===== src/rtl/mux_seq_pkg.sv =====
// Shared types and constants for the mux_seq_scan channel multiplexer/sequencer.
package mux_seq_pkg;

    typedef enum logic {
        IDLE = 1'b0,
        SCAN = 1'b1
    } state_e;

    // Data presented when the manual select points past the last channel.
    localparam logic [31:0] OOR_DATA = 32'h0000_0000;

    function automatic int idx_w(input int n);
        return (n < 2) ? 1 : $clog2(n);
    endfunction

endpackage


===== src/rtl/mux_seq_find.sv =====
// Combinational first-set search over the latched scan mask, starting at ptr.
// With MUX_SEQ_SCAN_WRAP_EN defined the search falls back to the lowest set bit overall.
module mux_seq_find
    import mux_seq_pkg::*;
#(
    parameter int NCH  = 16,
    parameter int SELW = idx_w(NCH)
) (
    input  logic [NCH-1:0]  mask,
    input  logic [SELW:0]   ptr,
    output logic            found,
    output logic [SELW-1:0] idx
);

    always_comb begin
        found = 1'b0;
        idx   = '0;
        // Descending walk so the lowest qualifying index is written last.
        for (int k = NCH - 1; k >= 0; k--) begin
            if (mask[k] && (k >= int'(ptr))) begin
                found = 1'b1;
                idx   = SELW'(k);
            end
        end
`ifdef MUX_SEQ_SCAN_WRAP_EN
        if (!found) begin
            for (int k = NCH - 1; k >= 0; k--) begin
                if (mask[k]) begin
                    found = 1'b1;
                    idx   = SELW'(k);
                end
            end
        end
`endif
    end

endmodule


===== src/rtl/mux_seq_scan.sv =====
// N-channel W-bit registered multiplexer with manual select and masked scan sequencer.
// Optional build macro: MUX_SEQ_SCAN_WRAP_EN (scan wraps to channel 0 until stopped).
module mux_seq_scan
    import mux_seq_pkg::*;
#(
    parameter int NCH  = 16,
    parameter int W    = 8,
    parameter int SELW = idx_w(NCH)
) (
    input  logic             clk,
    input  logic             rst_n,
    input  logic [NCH*W-1:0] in_data,
    input  logic [NCH-1:0]   in_mask,
    input  logic             mode,
    input  logic [SELW-1:0]  sel_man,
    input  logic             start,
    input  logic             stop,
    output logic             out_valid,
    input  logic             out_ready,
    output logic [W-1:0]     out_data,
    output logic [SELW-1:0]  out_ch,
    output logic             busy,
    output logic             done
);

    state_e          state_q, state_d;
    logic [SELW:0]   ptr_q, ptr_d;
    logic [NCH-1:0]  mask_q, mask_d;
    logic            out_valid_q, out_valid_d;
    logic [W-1:0]    out_data_q, out_data_d;
    logic [SELW-1:0] out_ch_q, out_ch_d;
    logic            done_q, done_d;

    logic            find_found;
    logic [SELW-1:0] find_idx;
    logic            slot_free;
    logic            load;
    logic [SELW-1:0] load_ch;

    // Selects above NCH-1 fall through to the out-of-range constant.
    function automatic logic [W-1:0] pick(input logic [NCH*W-1:0] bus,
                                          input logic [SELW-1:0]  ch);
        logic [W-1:0] val;
        val = OOR_DATA[W-1:0];
        for (int k = 0; k < NCH; k++) begin
            if (int'(ch) == k) val = bus[k*W +: W];
        end
        return val;
    endfunction

    mux_seq_find #(
        .NCH  (NCH),
        .SELW (SELW)
    ) u_find (
        .mask  (mask_q),
        .ptr   (ptr_q),
        .found (find_found),
        .idx   (find_idx)
    );

    assign slot_free = !out_valid_q || out_ready;

    always_comb begin
        state_d     = state_q;
        ptr_d       = ptr_q;
        mask_d      = mask_q;
        out_valid_d = out_valid_q;
        out_data_d  = out_data_q;
        out_ch_d    = out_ch_q;
        done_d      = 1'b0;
        load        = 1'b0;
        load_ch     = sel_man;

        case (state_q)
            IDLE: begin
                if (!mode) begin
                    load = slot_free;
                end else begin
                    // A pending manual sample drains; nothing new is loaded.
                    if (slot_free) out_valid_d = 1'b0;
                    if (start) begin
                        mask_d  = in_mask;
                        ptr_d   = '0;
                        state_d = SCAN;
                    end
                end
            end
            SCAN: begin
                if (slot_free) begin
                    if (stop || !find_found) begin
                        state_d     = IDLE;
                        done_d      = 1'b1;
                        out_valid_d = 1'b0;
                    end else begin
                        load    = 1'b1;
                        load_ch = find_idx;
                        ptr_d   = {1'b0, find_idx} + (SELW + 1)'(1);
                    end
                end
            end
            default: state_d = IDLE;
        endcase

        if (load) begin
            out_valid_d = 1'b1;
            out_ch_d    = load_ch;
            out_data_d  = pick(in_data, load_ch);
        end
    end

    always_ff @(posedge clk) begin
        if (!rst_n) begin
            state_q     <= IDLE;
            ptr_q       <= '0;
            mask_q      <= '0;
            out_valid_q <= 1'b0;
            out_data_q  <= '0;
            out_ch_q    <= '0;
            done_q      <= 1'b0;
        end else begin
            state_q     <= state_d;
            ptr_q       <= ptr_d;
            mask_q      <= mask_d;
            out_valid_q <= out_valid_d;
            out_data_q  <= out_data_d;
            out_ch_q    <= out_ch_d;
            done_q      <= done_d;
        end
    end

    assign out_valid = out_valid_q;
    assign out_data  = out_data_q;
    assign out_ch    = out_ch_q;
    assign busy      = (state_q == SCAN);
    assign done      = done_q;

endmodule


===== config.mk =====
export PLATFORM = sky130hd
export DESIGN_NAME = mux_seq_scan
export DESIGN_NICKNAME = d
export VERILOG_FILES = /design/src/rtl/mux_seq_pkg.sv /design/src/rtl/mux_seq_find.sv /design/src/rtl/mux_seq_scan.sv
export SDC_FILE = /design/constraint.sdc
export NUM_CORES = 1
export LEC_CHECK = 0
export CAP_MARGIN = 10
export CELL_PAD_IN_SITES_DETAIL_PLACEMENT = 1
export CELL_PAD_IN_SITES_GLOBAL_PLACEMENT = 1
export CORE_ASPECT_RATIO = 1.25
export CORE_MARGIN = 4
export CORE_UTILIZATION = 28
export DETAILED_ROUTE_END_ITERATION = 10
export PLACE_DENSITY = 0.82
export SYNTH_ARGS = -nofsm -noshare
export SYNTH_HDL_FRONTEND = slang
export SYNTH_HIERARCHICAL = 1
export SYNTH_SLANG_ARGS = --single-unit
export TNS_END_PERCENT = 30

===== constraint.sdc =====
create_clock -name clk -period 3.5 [get_ports clk]
set_input_delay 0.35 -clock clk [delete_from_list [all_inputs] [get_ports clk]]
set_output_delay 0.35 -clock clk [all_outputs]
set_load 0.03 [all_outputs]

Yosys cells after proc, flatten, opt, wreduce, memory -nomap -nowiden
Index checks and enable logic that the tools add are counted.
{ "totals": {"reg_bits": 36, "inputBits": 154, "out_inout_bits": 15, "elab_cells": 144} }
{ "classes": {"addsub": 1, "n_lt_le_gt_ge": 16, "n_eq_ne": 23, "mux": 71, "bitwise": 1, "n_reduce_logical": 25} }
{ "op_table": {"columns": ["operator", "count"], "rows": [
  ["$mux W8", 16],
  ["$mux W4", 19],
  ["$ge A4 B5 Y1 const A", 8],
  ["$eq A4 B4 Y1 const B", 8],
  ["$mux W1", 28],
  ["$ge A3 B5 Y1 const A", 4],
  ["$mux W5", 4],
  ["$eq A4 B3 Y1 const B", 4],
  ["$logic_and A1 B1 Y1", 16],
  ["$ge A1 B5 Y1 const A", 2],
  ["$ge A2 B5 Y1 const A", 2],
  ["$pmux W5 S2", 1],
  ["$eq A4 B2 Y1 const B", 2],
  ["$reduce_and A4 Y1", 2],
  ["$ne A2 B2 Y1 const B", 3],
  ["$ne A3 B1 Y1 const B", 2],
  ["$ne A3 B3 Y1 const B", 2],
  ["$pmux W1 S2", 3],
  ["$reduce_and A3 Y1", 2],
  ["$add A4 B1 Y5 const B", 1],
  ["$eq A4 B1 Y1 const B", 1],
  ["$logic_not A4 Y1", 1],
  ["$logic_not A1 Y1", 2],
  ["$logic_or A1 B1 Y1", 2],
  ["2 further kinds", 2]
]} }

Longest topological paths before layout
Gate-level depths: netlist of run 1.
{ "logic_depth": {"ltp_word": 40, "ltp_mapped": 16, "depth_no_buf": 12} }

Modules after synthesis
Netlist of run 1, hierarchy kept.
{ "by_module_without_submodules": {"columns": ["mod", "instances", "cells_per_inst", "area_each_um2"], "rows": [
  ["mux_seq_scan", 1, 410, 3034.2],
  ["mux_seq_find", 1, 77, 479.2]
]} }

Least setup slack after synthesis of run 1
OpenSTA, ideal clock, no wires.
{ "synth_path": {"path_kind": "register to register", "from": "register ptr_q[3]", "to": "register out_data_q[4] (netlist: out_data[4])", "arrival_ns": 3.087, "required_ns": 3.441, "slack_ns": 0.354, "stages_incl_launch_ff": 16, "path_buffers": 3, "synth_period_minus_slack_ns": 3.146, "path_cell_list": "dfxtp_1 > buf_2 > nor2_1 > and3_1 > nor2b_2 > o211ai_1 > o311ai_1 > buf_2 > nand2b_1 > clkbuf_1 > or4_1 > o21ai_1 > a22oi_1 > and4_1 > a211oi_1 > o221a_2"} }
{ "synth_rtl": {"columns": ["element", "line", "rtl"], "rows": [
  ["from (decl)", "mux_seq_scan.sv:27", "logic [SELW:0] ptr_q, ptr_d;"],
  ["from (signal assigned)", "mux_seq_scan.sv:122", "ptr_q <= ptr_d;"],
  ["$ge A4 B5 Y1", "mux_seq_find.sv:20", "if (mask[k] && (k >= int'(ptr))) begin"],
  ["$logic_and A1 B1 Y1", "mux_seq_find.sv:20", null],
  ["$mux W4 (15 in series)", "mux_seq_find.sv:20", null],
  ["$mux W4 (*)", "mux_seq_find.sv:20", null],
  ["via find_idx[0]", "mux_seq_scan.sv:35", "logic [SELW-1:0] find_idx;"],
  ["$mux W4 (*)", "mux_seq_scan.sv:90", "if (stop || !find_found) begin"],
  ["$mux W4 (*)", "mux_seq_scan.sv:89", "if (slot_free) begin"],
  ["$mux W4 (*)", "mux_seq_scan.sv:74", "case (state_q)"],
  ["$logic_not A4 Y1", "mux_seq_scan.sv:46", "if (int'(ch) == k) val = bus[k*W +: W];"],
  ["$mux W8 (15 in series)", "mux_seq_scan.sv:46", null],
  ["$mux W8 (*)", "mux_seq_scan.sv:46", null],
  ["to (signal assigned)", "mux_seq_scan.sv:125", "out_data_q <= out_data_d;"],
  ["to (decl)", "mux_seq_scan.sv:30", "logic [W-1:0] out_data_q, out_data_d;"]
]} }
Mark *: on every way through the listed nets, which the timed path passes. The rest lies on a longest branch.
A chain may end at the register's enable or synchronous reset.

Worst setup path in the final report of run 1
{ "layout_path": {"from": "register ptr_q[1]", "to": "register out_data_q[4] (netlist: out_data[4])"} }
Same word-level chain as after synthesis.

==> results of run 1 <==
==> area by class of cell <==
type                            instances  share of cell area
Clock buffer                            5             0.02111
Clock inverter                          3            0.003166
Inverter                                6            0.003799
Multi-Input combinational cell        410              0.4557
Sequential cell                        36              0.1247
Tap cell                              164             0.03461
Timing Repair Buffer                  224              0.3569
==> state kept, by name, summed over array words and instances (netlist names) <==
| signal | count |
|---|---|
| busy | 1 |
| ptr_q | 5 |
| mask_q | 16 |
| out_data | 8 |
| out_valid | 1 |
| out_ch | 4 |
| done | 1 |
==> layout by cell type, fill, tap and decap left out, types with 14 or more instances in the layout <==
cell,instances
clkdlybuf4s50_1,168
nand2_1,76
buf_4,53
dfxtp_1,31
o21ai_0,28
nor2_1,25
a21boi_0,24
nand3_1,22
a22oi_1,21
o211ai_1,18
a21oi_1,18
nor2b_1,14
==> cells in the mapped netlist, types with 3 or more instances <==
cell type / number
buf_2: 10
or2_2: 3
nor2_1: 26
o22ai_1: 8
buf_4: 3
o221ai_1: 4
a22o_1: 4
a22oi_1: 21
o2111ai_1: 3
dfxtp_1: 36
o21a_1: 5
a222oi_1: 5
o211a_1: 4
o31ai_1: 3
nand2_1: 76
a21boi_0: 24
inv_1: 6
mux2i_1: 4
nand4_1: 8
and3b_1: 5
a21oi_1: 19
o41ai_2: 3
a31oi_1: 6
a221oi_1: 10
o31a_1: 3
a211oi_1: 5
nand2b_1: 9
nand3b_1: 7
nor3b_1: 5
nand3_1: 22
o21ai_1: 5
nor4_1: 3
o211ai_1: 18
nor3_1: 8
o21ai_0: 31
nor2b_1: 14
clkbuf_1: 18
mux2_2: 3
==> routing by layer <==
metal	GRT usage	up-vias	wire length (µm)
met1	0.2580	2407	6916
li1	-	2279	-
met5	0	-	0
met3	0.04944	53	1075
met4	0.1312	0	1002
met2	0.4851	223	9996
==> repair_timing <==
| action | CTS | global route |
|---|---|---|
| endpoints found under the hold margin | 0 | 0 |
| pin swaps | 0 | 1 |
| endpoints found under the setup margin | 8 | 8 |
| gates resized for setup | 6 | 27 |
| buffers inserted | 0 | 6 |
==> final timing paths <==
kind	endpoint	depth (start not counted)	start	slack [ns]
worst min-delay path	mask_q[12]	2	mask_q[12]	0.47
worst max-delay path	out_data[4]	13	ptr_q[1]	0.14
worst max register to register	out_data[4]	13	ptr_q[1]	0.14
worst min register to register	mask_q[12]	2	mask_q[12]	0.47
==> per-stage QoR <==
| stage | setup WS [ns] | utilization |
|---|---|---|
| 2_1_floorplan | 0.3544 | - |
| 3_3_place_gp | -0.02753 | 0.4595 |
| 3_5_place_dp | -0.2412 | 0.4595 |
| 4_1_cts | 0.001472 | 0.4720 |
| 5_1_grt | -0.1521 | 0.4852 |
| 6_report | 0.1369 | 0.4852 |
==> cells by family (layout without fill, tap and decap cells) <==
group                      after synthesis  after routing  synth area share
AOI/OAI and AO/OA                      201            201            0.4217
and+or+nand+nor                        200            200            0.2902
muxes                                    7              7           0.02101
DFF                                     36             36            0.2051
buffers and inverters                   41            238           0.05591
adders and majority gates                1              1          0.003561
xor gates and xnor gates                 1              1          0.002493
==> worst min-delay path, delay by kind of cell (launching register included) <==
kind	cells	cell delay (ns)
flip-flops	1	0.31
AO/OA/AOI/OAI	1	0.07
AND/OR/NAND/NOR	1	0.05
==> power groups by stage <==
| stage | combinational [mW] | clock, mW | sequential (mW) |
|---|---|---|---|
| detailed placement | 0.744 | 0 | 0.471 |
| CTS | 0.749 | 0.479 | 0.462 |
| finish | 0.783 | 0.469 | 0.460 |
| floorplan | 0.310 | 0 | 0.493 |
| global route | 0.833 | 0.490 | 0.463 |
| global placement | 0.734 | 0 | 0.471 |
==> results.cfg, run 1 <==
[run_status]
status = completed

[clock_network]
cts_buffer_depth = 2
clkLatencyLatePin_ns = 0.29
clkSinkCount = 36
path_clk_slew_ns = 0.07
cts_buffers = 5
root_buffer = clkbuf_16
htreeDepth = 2
holdBufCountCts = 0
cts_tree = yes

[synth]
synth_cells = 487
avgSynthCellArea_um2 = 7.214
yosys-top-cells-area = dfxtp_1 (21%), nand2_1 (8.1%), a21boi_0 (5.1%), a22oi_1 (4.5%), o21ai_0 (4.4%)
synth_fp_nets = 642
synthArstFlopShare = 0
netlist.area_leader.share = 0.2051
ys_types = 70
synth-seq-area-share = 0.2051
syn-cell-area_mm2 = 0.003513
ys.flop_type = dfxtp_1
synth-edff-count = 0
yosysTopAreaCell = dfxtp_1
yosysWarningCount = 6
ys_ff_latch = 36

[setup_path]
critPathLaunchType = flop
crit_family = compound AO/OA/AOI/OAI gates
crit_buf_inv = 1
worstPathMaxFanout = 12
critical-path-slowest-cell = or4_1
worstSetupEndpointType = flop
cp_cell_sequence = nand4_1 > and3b_1 > o21ai_0 > a21boi_0 > o311ai_1 > buf_4 > nand2b_2 > or4_1 > o21ai_2 > a22oi_1 > and4_1 > a211oi_1 > o221a_2
crit_required_ns = 3.74
worstPathArrival_ns = 3.60
cp_slowest_stage_delay_ns = 0.53
path_class = flop to flop

[timing]
rsz0062_at_grt = true
setup_tns_ns = 0
setup_viol = 0
hold_violations = 0
timing.final.max_slew_violations = 0
tightest_slew_ns = 0.9783
fin_crit_ns = 3.363
fin_worst_skew_ns = 0.01100
fin_crit_sh = 0.9609
whs_ns = 0.4740
fmax_ghz = 0.2973
relSlewSlack = 0.3454

[power_and_ir_drop]
internal_power_mw = 1.078
switching_share = 0.3703
leakage_nw = 2.205
power.density_mw_per_mm2 = 288.7
power_frac_clock = 0.274
peakVddDrop_uv = 248.4
seqPwrFrac = 0.269
power_mw = 1.712
p_sw_mw = 0.6339
combPwrFrac = 0.457

[floorplan]
core_mm2 = 0.01222
die_x_um = 108.2
io_pins = 169
die_area_mm2 = 0.01442
row_count = 45
die_h_um = 133.2
start_util = 0.2876

[cells_and_area]
num-fill-cells = 1511
regArea_um2 = 739.5
antenna_cells = 0
drive_above_1_share = 0.1550
areaGrowthSynthToFinish_pct = 68.73
layout.nets = 838
multi_input_area_mm2 = 0.002701
fin_area_mm2 = 0.005928
post_layout_nonfiller_instances = 848

[routing]
vias = 4962
first_pass_iters = 7
drtIter0Drc = 379
drc = 0
detail-route-antenna-nets = 0
wl_per_cell_um = 22.40
routed_wl_mm = 18.99
via_per_inst = 5.851

[place]
place.port_buffers = 168
dp_cells = 834
place_area_mm2 = 0.005614
gp_congestion = 0.9296
detailed_place_hpwl_mm = 15.63

[grt]
antenna_found_initial = 0
grt_pass1_vias = 5404
grt_start_max_net_pins = 23
globalRouteOverflowTotal = 0
grt_pass1_wl_mm = 28.75
grt_util_all_layers = 0.2554

[run]
timing.max_cap.violations = 0

[worst_hold_path]
hold_class = flop to flop
(Power assumes the default switching activity.)
==> inputs of run 2 (changes only) <==
CORE_UTILIZATION = 26   (was 28)
PLACE_DENSITY = 0.8   (was 0.82)
TNS_END_PERCENT = 100   (was 30)
clock period = 3 ns   (was 3.5 ns; I/O delays follow)
==> run 2 against run 1 <==
The run now ends with negative setup slack left. Sequential cell count unchanged. Cell area is 19% higher. Via count up 9.9%. Clock skew shrank 0.0038 ns. Critical endpoint is now out_data[1]. Highest routed layer unchanged.
==> results.cfg, run 2 (synthesis results as in run 1) <==
[clock_network]
clkSinkCount = 36
holdBufCountCts = 0
path_clk_slew_ns = 0.06
cts_tree = yes
cts_buffers = 5
cts_buffer_depth = 2
clkLatencyLatePin_ns = 0.30
htreeDepth = 2
root_buffer = clkbuf_16

[run]
timing.max_cap.violations = 0

[timing]
whs_ns = 0.4683
fin_worst_skew_ns = 0.007151
fmax_ghz = 0.2990
relSlewSlack = 0.4400
timing.final.max_slew_violations = 0
setup_slack_ns = -0.3449
setup_viol = 8
rsz0062_at_grt = true
tightest_slew_ns = 0.8400
fin_crit_sh = 1.115
fin_crit_ns = 3.345
hold_violations = 0

[power_and_ir_drop]
p_sw_mw = 0.8495
combPwrFrac = 0.520
leakage_nw = 2.775
peakVddDrop_uv = 224.5
internal_power_mw = 1.430
power_frac_clock = 0.245
power.density_mw_per_mm2 = 322.6
switching_share = 0.3727
seqPwrFrac = 0.235

[worst_hold_path]
hold_class = flop to flop

[cells_and_area]
layout.nets = 932
largest_reg_flops = 16
layout_common_cells = clkdlybuf4s50_1 (168), buf_4 (131), nand2_1 (74)
post_layout_nonfiller_instances = 949
regMostFlops = mask_q
antenna_cells = 0
drive_above_1_share = 0.3201
multi_input_area_mm2 = 0.003045
mostFrequentLayoutCell = clkdlybuf4s50_1
num-fill-cells = 1554
regArea_um2 = 739.5
areaGrowthSynthToFinish_pct = 101.1

[setup_path]
worstPathMaxFanout = 5
worstSetupEndpointType = flop
crit_required_ns = 3.18
critPathLaunchType = flop
worstPathArrival_ns = 3.53
path_class = flop to flop

[floorplan]
die_area_mm2 = 0.01545
start_util = 0.2655
io_pins = 169
row_count = 47
die_h_um = 138.0
die_x_um = 112.0
core_mm2 = 0.01323

[routing]
routed_wl_mm = 21.46
via_per_inst = 5.745
vias = 5452
drtIter0Drc = 312
drc = 0
first_pass_iters = 5
wl_per_cell_um = 22.61
detail-route-antenna-nets = 0

[grt]
grt_util_all_layers = 0.2682
antenna_found_initial = 0
grt_start_max_net_pins = 29
grt_pass1_wl_mm = 32.46
grt_pass1_vias = 5928
globalRouteOverflowTotal = 0

[place]
place.port_buffers = 168
pre_cts_slack_ns = -0.7542
detailed_place_hpwl_mm = 16.80
gp_congestion = 0.9700
dp_cells = 915

[run_status]
violations = negative setup slack
status = complete, but fails checks
## run 2: changes by cell type in the layout (fill, tap and decap cells not counted), moves of 4 or more
cell      previous run  this run
o21ai_0             28        23
buf_6                1        13
buf_4               53       131
a22oi_2              0         4
a221oi_1             8         2
a22oi_1             21        17
## run 2: power groups by stage
| stage | Clock, mW | Sequential (mW) | Combinational (mW) |
|---|---|---|---|
| 6_report | 0.558 | 0.535 | 1.19 |
| 5_1_grt | 0.580 | 0.538 | 1.25 |
| 4_1_cts | 0.552 | 0.535 | 1.11 |
| 3_5_place_dp | 0 | 0.549 | 1.02 |
| 3_3_place_gp | 0 | 0.548 | 1.00 |
| 2_1_floorplan | 0 | 0.576 | 0.379 |
## run 2: final timing paths
| kind | from | to | cells after the start | slack [ns] |
|---|---|---|---|---|
| setup reg to reg | ptr_q[2] | out_data[1] | 16 | -0.34 |
| hold / removal | mask_q[10] | mask_q[10] | 2 | 0.47 |
| hold reg to reg | mask_q[10] | mask_q[10] | 2 | 0.47 |
| setup / recovery | ptr_q[2] | out_data[1] | 16 | -0.34 |
## run 2: final cells by class
type,count,area share
Timing Repair Buffer,318,0.4106
Multi-Input combinational cell,410,0.4309
Inverter,6,0.003187
Tap cell,171,0.03028
Clock inverter,3,0.002656
Clock buffer,5,0.01771
Sequential cell,36,0.1046
## run 2: worst max-delay path, cell delays in order (launching register included)
cell	delay [ns]
dfxtp_4	0.37
buf_8	0.14
nor4_4	0.28
nand3b_1	0.15
nor2b_4	0.16
nand4_1	0.13
nand2b_4	0.17
nand3b_1	0.13
buf_6	0.17
buf_6	0.11
buf_6	0.11
o211ai_1	0.26
o21ai_2	0.16
a222oi_1	0.27
nand3_1	0.21
a211oi_2	0.33
nor2_1	0.07
## run 2: what timing repair did
| item | in CTS | in global routing |
|---|---|---|
| pin swaps | 21 | 30 |
| buffers inserted | 17 | 11 |
| endpoints found under the setup margin | 10 | 8 |
| gates resized for setup | 74 | 40 |
| cloned | 1 | 0 |
## run 2: per-stage QoR
stage	area (µm²)	util	power [mW]	TNS, ns
4_1_cts	6798	0.5138	2.192	-1.382
5_1_grt	7067	0.5341	2.369	-3.162
3_5_place_dp	6221	0.4702	1.571	-4.938
3_3_place_gp	6221	0.4702	1.549	-3.471
6_report	7067	0.5341	2.279	-2.085
2_1_floorplan	3576	-	0.9548	0
## run 2: metal layers
metal / part of all wire / global-route usage
met1: 0.35 / 0.2678
met3: 0.051 / 0.05020
met5: 0 / 0
met4: 0.064 / 0.1450
met2: 0.53 / 0.5233
